`src/rtl/apb_master.sv`:
```
// apb_master: single-outstanding APB master that turns a command handshake into
// a SETUP/ACCESS transfer and aborts it after TIMEOUT wait states.
module apb_master #(
    parameter int ADDR_W  = 32,
    parameter int DATA_W  = 32,
    parameter int TIMEOUT = 15
) (
    input  logic              clk,
    input  logic              reset,
    input  logic              cmd_valid,
    output logic              cmd_ready,
    input  logic              cmd_write,
    input  logic [ADDR_W-1:0] cmd_addr,
    input  logic [DATA_W-1:0] cmd_wdata,
    output logic              rsp_valid,
    output logic [DATA_W-1:0] rsp_rdata,
    output logic              rsp_err,
    output logic [ADDR_W-1:0] paddr,
    output logic [DATA_W-1:0] pwdata,
    output logic              pwrite,
    output logic              psel,
    output logic              penable,
    input  logic [DATA_W-1:0] prdata,
    input  logic              pready
);
    typedef enum logic [1:0] {IDLE, SETUP, ACCESS} state_t;
    localparam logic [7:0] TMO = 8'(TIMEOUT);
    state_t            state_q, state_d;
    logic [ADDR_W-1:0] paddr_q, paddr_d;
    logic [DATA_W-1:0] pwdata_q, pwdata_d, rsp_rdata_q, rsp_rdata_d;
    logic              pwrite_q, pwrite_d, rsp_valid_q, rsp_valid_d, rsp_err_q, rsp_err_d;
    logic [7:0]        wait_q, wait_d;
    assign cmd_ready = (state_q == IDLE) && !reset;
    assign psel      = state_q != IDLE;
    assign penable   = state_q == ACCESS;
    assign paddr     = paddr_q;
    assign pwdata    = pwdata_q;
    assign pwrite    = pwrite_q;
    assign rsp_valid = rsp_valid_q;
    assign rsp_rdata = rsp_rdata_q;
    assign rsp_err   = rsp_err_q;
    always_comb begin
        state_d     = state_q;
        paddr_d     = paddr_q;
        pwdata_d    = pwdata_q;
        pwrite_d    = pwrite_q;
        rsp_rdata_d = rsp_rdata_q;
        rsp_err_d   = rsp_err_q;
        wait_d      = wait_q;
        rsp_valid_d = 1'b0;
        case (state_q)
            IDLE: if (cmd_valid && cmd_ready) begin
                state_d  = SETUP;
                paddr_d  = cmd_addr;
                pwdata_d = cmd_wdata;
                pwrite_d = cmd_write;
                wait_d   = '0;
            end
            SETUP: state_d = ACCESS;
            ACCESS: if (pready) begin
                state_d     = IDLE;
                rsp_valid_d = 1'b1;
                rsp_err_d   = 1'b0;
                rsp_rdata_d = pwrite_q ? '0 : prdata;
            end else if (TIMEOUT != 0 && wait_q == TMO) begin
                state_d     = IDLE;
                rsp_valid_d = 1'b1;
                rsp_err_d   = 1'b1;
                rsp_rdata_d = '0;
            end else begin
                wait_d = wait_q + 8'd1;
            end
            default: state_d = IDLE;
        endcase
    end
    always_ff @(posedge clk) begin
        if (reset) begin
            state_q     <= IDLE;
            paddr_q     <= '0;
            pwdata_q    <= '0;
            pwrite_q    <= 1'b0;
            rsp_valid_q <= 1'b0;
            rsp_rdata_q <= '0;
            rsp_err_q   <= 1'b0;
            wait_q      <= '0;
        end else begin
            state_q     <= state_d;
            paddr_q     <= paddr_d;
            pwdata_q    <= pwdata_d;
            pwrite_q    <= pwrite_d;
            rsp_valid_q <= rsp_valid_d;
            rsp_rdata_q <= rsp_rdata_d;
            rsp_err_q   <= rsp_err_d;
            wait_q      <= wait_d;
        end
    end
endmodule
```
`config.mk`:
```
export PLATFORM = sky130hd
export DESIGN_NAME = apb_master
export DESIGN_NICKNAME = d
export VERILOG_FILES = /design/src/rtl/apb_master.sv
export SDC_FILE = /design/constraint.sdc
export NUM_CORES = 1
export LEC_CHECK = 0
export CAP_MARGIN = 20
export CORE_MARGIN = 1
export CORE_UTILIZATION = 44
export CTS_BUF_LIST = sky130_fd_sc_hd__clkbuf_4 sky130_fd_sc_hd__clkbuf_8
export CTS_CLUSTER_SIZE = 12
export DETAILED_ROUTE_END_ITERATION = 8
export HOLD_SLACK_MARGIN = 0.08
export MAX_ROUTING_LAYER = met4
export PLACE_DENSITY = 0.88
export SYNTH_ARGS = -nofsm -noshare
export SYNTH_HDL_FRONTEND = slang
export SYNTH_SLANG_ARGS = --single-unit
```
`constraint.sdc`:
```
create_clock -name clk -period 3.6 [get_ports clk]
set_input_delay 0.54 -clock clk [delete_from_list [all_inputs] [get_ports clk]]
set_output_delay 0.54 -clock clk [all_outputs]
set_load 0.05 [all_outputs]
```
==> impl_metrics.yaml, run 1 <==
outcome:
  status: "complete, no violations"
timing:
  fin_tns_setup_ns: 0
  min_period_ns: 2.386
  rsz0062_at_grt: "no"
  fin_crit_sh: 0.6628
  clock_skew_ns: 0.01244
  setup_viol: 0
  max_clock_freq_ghz: 0.4191
  max_slew.worst_pin.slew_ns: 0.7436
  timing.final.max_slew_violations: 0
  hold_violations: 0
  maxSlewHeadroom: 0.5043
clocking:
  root_buffer: "clkbuf_8"
  ctsResizeCount: 0
  cts_setup_buffers: 0
  insertion_delay_ns: 0.36
  clk_pin_slew_ns: 0.10
  cts_buffers: 9
  cts_buffer_depth: 2
  cts_hold_buf: 0
  cts_sinks: 109
  cts_tree: "built"
  cts_max_level: 3
power_and_ir_drop:
  power_frac_clock: 0.280
  combPwrFrac: 0.231
  power.internal_mw: 1.874
  power.leakage_nw: 2.526
  p_switching_mw: 0.8023
  ir_drop_uv: 304.6
  switching_share: 0.2998
  p_total_mw: 2.676
  pwr_density_cell_nw_per_um2: 429.9
  seqPwrFrac: 0.489
critical_path:
  regToRegSetupSlack_ns: 1.80
  crit_path_cell_trace: "nor3_1, clkdlybuf4s50_1"
  r2r-start: "wait_q[7]"
  crit_type: "reg -> out"
  slowest_stage: "clkdlybuf4s50_1"
  reg2reg_depth: 5
  crit_required_ns: 3.06
  cp.depth: 2
  worst_setup_path_start_kind: "flip-flop"
  crit_family: "buffers and inverters"
  path_max_fanout: 4
  rr_endpoint: "rsp_rdata[10]"
  cp.arrival_ns: 1.85
  cp_num_buf_inv: 1
  crit_path_max_incr_delay_ns: 0.86
  crit_path_end_kind: "output port"
die:
  floorplan.initialDensity: 0.4545
  io_pins: 203
  core_um2: 8721
  die_h_um: 96.92
  dieArea_um2: 9393
  die_x_um: 96.92
  row_count: 34
logic_synthesis:
  synth_async_sr_flop_share: 0
  synth_xor_area_frac: 0
  yosysSeqAreaShare: 0.5505
  synth_top_cell_area_share: 0.5505
  yosys_warnings: 0
  synthesis.area_um2: 3964
  synth_top_family_by_area: "simple AND/OR/NAND/NOR gates"
  muxShareOfSynthArea: 0
  synthTopCellsByArea: "dfxtp_1 55%, nand2_1 13%, nand3b_1 13%"
  synth_edf_count: 0
  synth_area_leader_cell: "dfxtp_1"
  synth_cells: 421
  synth.avg_cell_area_um2: 9.415
  synthFlopType: "dfxtp_1"
  syn-num-nets: 523
  synthAdderAreaFrac: 0.003157
  synth-compound-area-share: 0.1067
  synth-simple-area-share: 0.2973
  ys_types: 32
  ys_ff_latch: 109
finish:
  drive_gt1_frac: 0.06515
  fillers: 636
  multiInputGateArea_um2: 1622
  num-nets-final: 711
  regArea_um2: 2182
  syn_to_final_growth_pct: 57.04
  diodes: 0
global_routing:
  antenna_found_initial: 0
  grt_pass1_wl_um: 17440
  grt_usage: 0.2344
  grt-ovfl-total: 0
  grt_max_degree: 80
  first_global_vias: 3522
min_path:
  worstHoldEndpoint: "pwdata[0]"
  hp-class: "reg -> reg"
  min-delay-start: "pwdata[0]"
  min_path_cells: 2
placement:
  dp_hpwl_um: 7602
  portBuffers: 202
  place_congestion: 0.7649
routing:
  postRouteWirelength_um: 10930
  drc: 0
  antenna_left: 0
  vias: 3674
  drt-vias-per-instance: 5.089
  wl_per_cell_um: 15.14
  drt_iter0_drc: 148
  dr.pass1.iters: 4
job:
  maxCapViolCount: 0
-- power groups by stage --
stage | clock network, mW | logic [mW] | registers, mW
floorplan | 0 | 0.126 | 1.56
global placement | 0 | 0.611 | 1.33
detailed placement | 0 | 0.619 | 1.34
CTS | 0.770 | 0.621 | 1.31
global route | 0.823 | 0.647 | 1.32
finish | 0.750 | 0.619 | 1.31
-- worst register-to-register path, stage by stage, from the launching register on --
cell and delay (ns):
dfxtp_1 0.35, or4_4 0.59, o21ai_2 0.19, a21oi_2 0.07
buf_4 0.26, a22o_1 0.23
-- state kept, by name, summed over array words and instances (netlist names) --
| signal | count |
|---|---|
| state_q | 2 |
| rsp_rdata | 32 |
| rsp_valid | 1 |
| pwrite | 1 |
| pwdata | 32 |
| paddr | 32 |
| wait_q | 8 |
| rsp_err | 1 |
-- per-stage QoR --
step	cell area (µm²)	setup slack [ns]	instances	utilization	hold WS, ns
CTS	6225	1.186	722	0.7138	0.4787
global route	6225	1.133	722	0.7138	0.4940
finish	6225	1.214	722	0.7138	0.4761
detailed placement	6021	1.264	706	0.6904	0.4534
global placement	6021	1.258	706	0.6904	0.4552
floorplan	3964	1.139	421	-	0.4651
-- worst max path at each step --
stage | startpoint | slack [ns] | endpoint
2_1_floorplan | reset | 1.14 | wait_q[3]
3_5_place_dp | reset | 1.26 | cmd_ready
6_report | state_q[1] | 1.21 | cmd_ready
3_3_place_gp | reset | 1.26 | cmd_ready
5_1_grt | state_q[1] | 1.13 | cmd_ready
4_1_cts | state_q[1] | 1.19 | cmd_ready
-- Yosys cell counts, types with 3 or more instances --
master and count:
a21oi_1 3, a21oi_2 3, a22o_1 32, a31oi_1 4
buf_1 4, buf_2 11, buf_6 4, clkbuf_1 12
dfxtp_1 109, nand2_1 136, nand3_1 8, nand3b_1 66
o211ai_1 3, or3_2 4
-- metal layers --
| layer | routed length (µm) | GRT usage |
|---|---|---|
| met3 | 743 | 0.06864 |
| met2 | 5020 | 0.3667 |
| met1 | 4921 | 0.2912 |
| met5 | 0 | - |
| met4 | 248 | 0.07577 |
-- layout make-up --
| type | instances | area share |
|---|---|---|
| sequential | 109 | 0.3506 |
| timing repair buffer | 208 | 0.3333 |
| multi-input combinational | 279 | 0.2605 |
| clock buffer | 11 | 0.02332 |
| tap | 108 | 0.02171 |
| clock inverter | 5 | 0.009447 |
| inverter | 2 | 0.001206 |
-- placed cells by master, fill, tap and decap left out, drive strengths merged --
| cell | netlist | final |
|---|---|---|
| dfxtp | 109 | 109 |
| bufinv | 0 | 1 |
| buf | 19 | 7 |
| clkdlybuf4s50 | 0 | 201 |
| clkbuf | 12 | 11 |
| nand3 | 9 | 9 |
| o211ai | 4 | 4 |
| a211oi | 1 | 1 |
| ha | 1 | 1 |
| nand2 | 136 | 136 |
| or3 | 4 | 4 |
| inv | 2 | 3 |
| clkinvlp | 0 | 2 |
| a21oi | 6 | 6 |
| nor3 | 2 | 2 |
| nor2 | 2 | 2 |
| a22o | 32 | 32 |
| a31oi | 4 | 4 |
| nand2b | 1 | 1 |
| o21ai | 1 | 1 |
| nor2b | 1 | 1 |
| or3b | 1 | 1 |
| or2 | 3 | 3 |
| nand4b | 1 | 1 |
| o31ai | 1 | 1 |
| or4 | 2 | 2 |
| o2111ai | 1 | 1 |
| clkinv | 0 | 1 |
| nand3b | 66 | 66 |
-- logic make-up after synthesis --
group / count (synthesis)
adder cells (fa/ha/maj): 1
buffers and inverters: 33
flip-flops: 109
AO/OA/AOI/OAI: 50
AND/OR/NAND/NOR: 228
Note: power is estimated with default switching activity, not from simulation.
==> inputs of run 2 (changes only) <==
Settings changed: CORE_UTILIZATION 44 to 41, PLACE_DENSITY 0.88 to 0.82.
Clock period 3.6 ns to 2.4 ns, I/O delays scaled along.
==> impl_metrics.yaml, run 2 (same netlist as run 1, synthesis figures left out) <==
global_routing:
  antenna_found_initial: 0
  grt_max_degree: 61
  grt_pass1_wl_um: 18130
  grt_usage: 0.2365
  first_global_vias: 3600
  grt-ovfl-total: 0
finish:
  diodes: 0
  fillers: 747
  layout_commonest_cell: "clkdlybuf4s50_1"
  num-nets-final: 714
  final_cell_mix: "199 x clkdlybuf4s50_1, 135 x nand2_1, 109 x dfxtp_1, 66 x nand3b_1, 32 x a22o_1"
  syn_to_final_growth_pct: 58.52
  drive_gt1_frac: 0.07293
  finalInstanceArea_um2: 6284
timing:
  fin_tns_setup_ns: 0
  maxSlewHeadroom: 0.6324
  clock_skew_ns: 0.01075
  timing.final.max_slew_violations: 0
  setup_viol: 0
  max_clock_freq_ghz: 0.4902
  min_period_ns: 2.040
  fin_crit_sh: 0.8501
  rsz0062_at_grt: "no"
  hold_violations: 0
  fin_ws_ns: 0.3598
  max_slew.worst_pin.slew_ns: 0.5496
critical_path:
  cp.arrival_ns: 1.68
  crit_path_end_kind: "output port"
  worst_setup_path_start_kind: "flip-flop"
  crit_type: "reg -> out"
  path_max_fanout: 4
  crit_required_ns: 2.04
routing:
  drt-vias-per-instance: 4.999
  wl_per_cell_um: 15.87
  drt_iter0_drc: 160
  postRouteWirelength_um: 11840
  antenna_left: 0
  dr.pass1.iters: 4
  vias: 3729
  drc: 0
job:
  maxCapViolCount: 0
placement:
  dp_slack_ns: 0.4431
  place_congestion: 0.7828
  dp_hpwl_um: 8465
  placed_area_um2: 6077
  portBuffers: 202
clocking:
  insertion_delay_ns: 0.36
  ctsResizeCount: 0
  cts_setup_buffers: 0
  clk_pin_slew_ns: 0.10
  cts_tree: "built"
  cts_sinks: 109
  cts_buffers: 9
  cts_buffer_depth: 2
  root_buffer: "clkbuf_8"
  cts_hold_buf: 0
  cts_max_level: 3
die:
  dieArea_um2: 10070
  io_pins: 203
  die_x_um: 100.3
  row_count: 35
  core_um2: 9284
  floorplan.initialDensity: 0.4270
  die_h_um: 100.3
power_and_ir_drop:
  pwr_density_cell_nw_per_um2: 642.4
  power.leakage_nw: 2.552
  p_total_mw: 4.037
  ir_drop_uv: 417.9
min_path:
  hp-class: "reg -> reg"
outcome:
  status: "complete, no violations"
run 2: final timing paths:
path / to / slack, ns / from / cells past startpoint
hold reg to reg: pwdata[24] / 0.48 / pwdata[24] / 2
setup reg to reg: wait_q[6] / 0.65 / wait_q[0] / 5
hold / removal: pwdata[24] / 0.48 / pwdata[24] / 2
setup / recovery: psel / 0.36 / state_q[1] / 2
run 2: area by class of cell:
cell class | instances | area [µm²] | share of cell area
timing repair buffer | 211 | 2105 | 0.3349
inverter | 2 | 7.507 | 0.001195
tap | 129 | 161.4 | 0.02569
clock inverter | 6 | 68.82 | 0.01095
sequential | 109 | 2182 | 0.3473
multi-input combinational | 279 | 1622 | 0.2581
clock buffer | 10 | 137.6 | 0.02190
run 2: metal layers:
| metal | vias to the layer above | wire (µm) | track usage |
|---|---|---|---|
| li1 | 1807 | - | - |
| met1 | 1727 | 4868 | 0.2800 |
| met2 | 178 | 5683 | 0.3888 |
| met3 | 17 | 1092 | 0.07312 |
| met4 | 0 | 195 | 0.06466 |
| met5 | - | 0 | - |
run 2: power breakdown:
group	switching, mW	internal, mW	leakage, nW
clock network	0.613	0.519	0.103
logic	0.557	0.384	1.56
registers	0.0555	1.91	0.891
total	1.23	2.81	2.55
run 2: through the flow:
stage	util	hold WS [ns]	cells
finish	0.6768	0.4754	746
global route	0.6768	0.4883	746
CTS	0.6768	0.4779	746
detailed placement	0.6546	0.4596	730
global placement	0.6546	0.4563	730
floorplan	-	0.4570	421
run 2: critical path, cell delays in order (launching register included):
cell and delay [ns]:
dfxtp_1 0.34, or2_2 0.29, clkdlybuf4s50_1 0.70
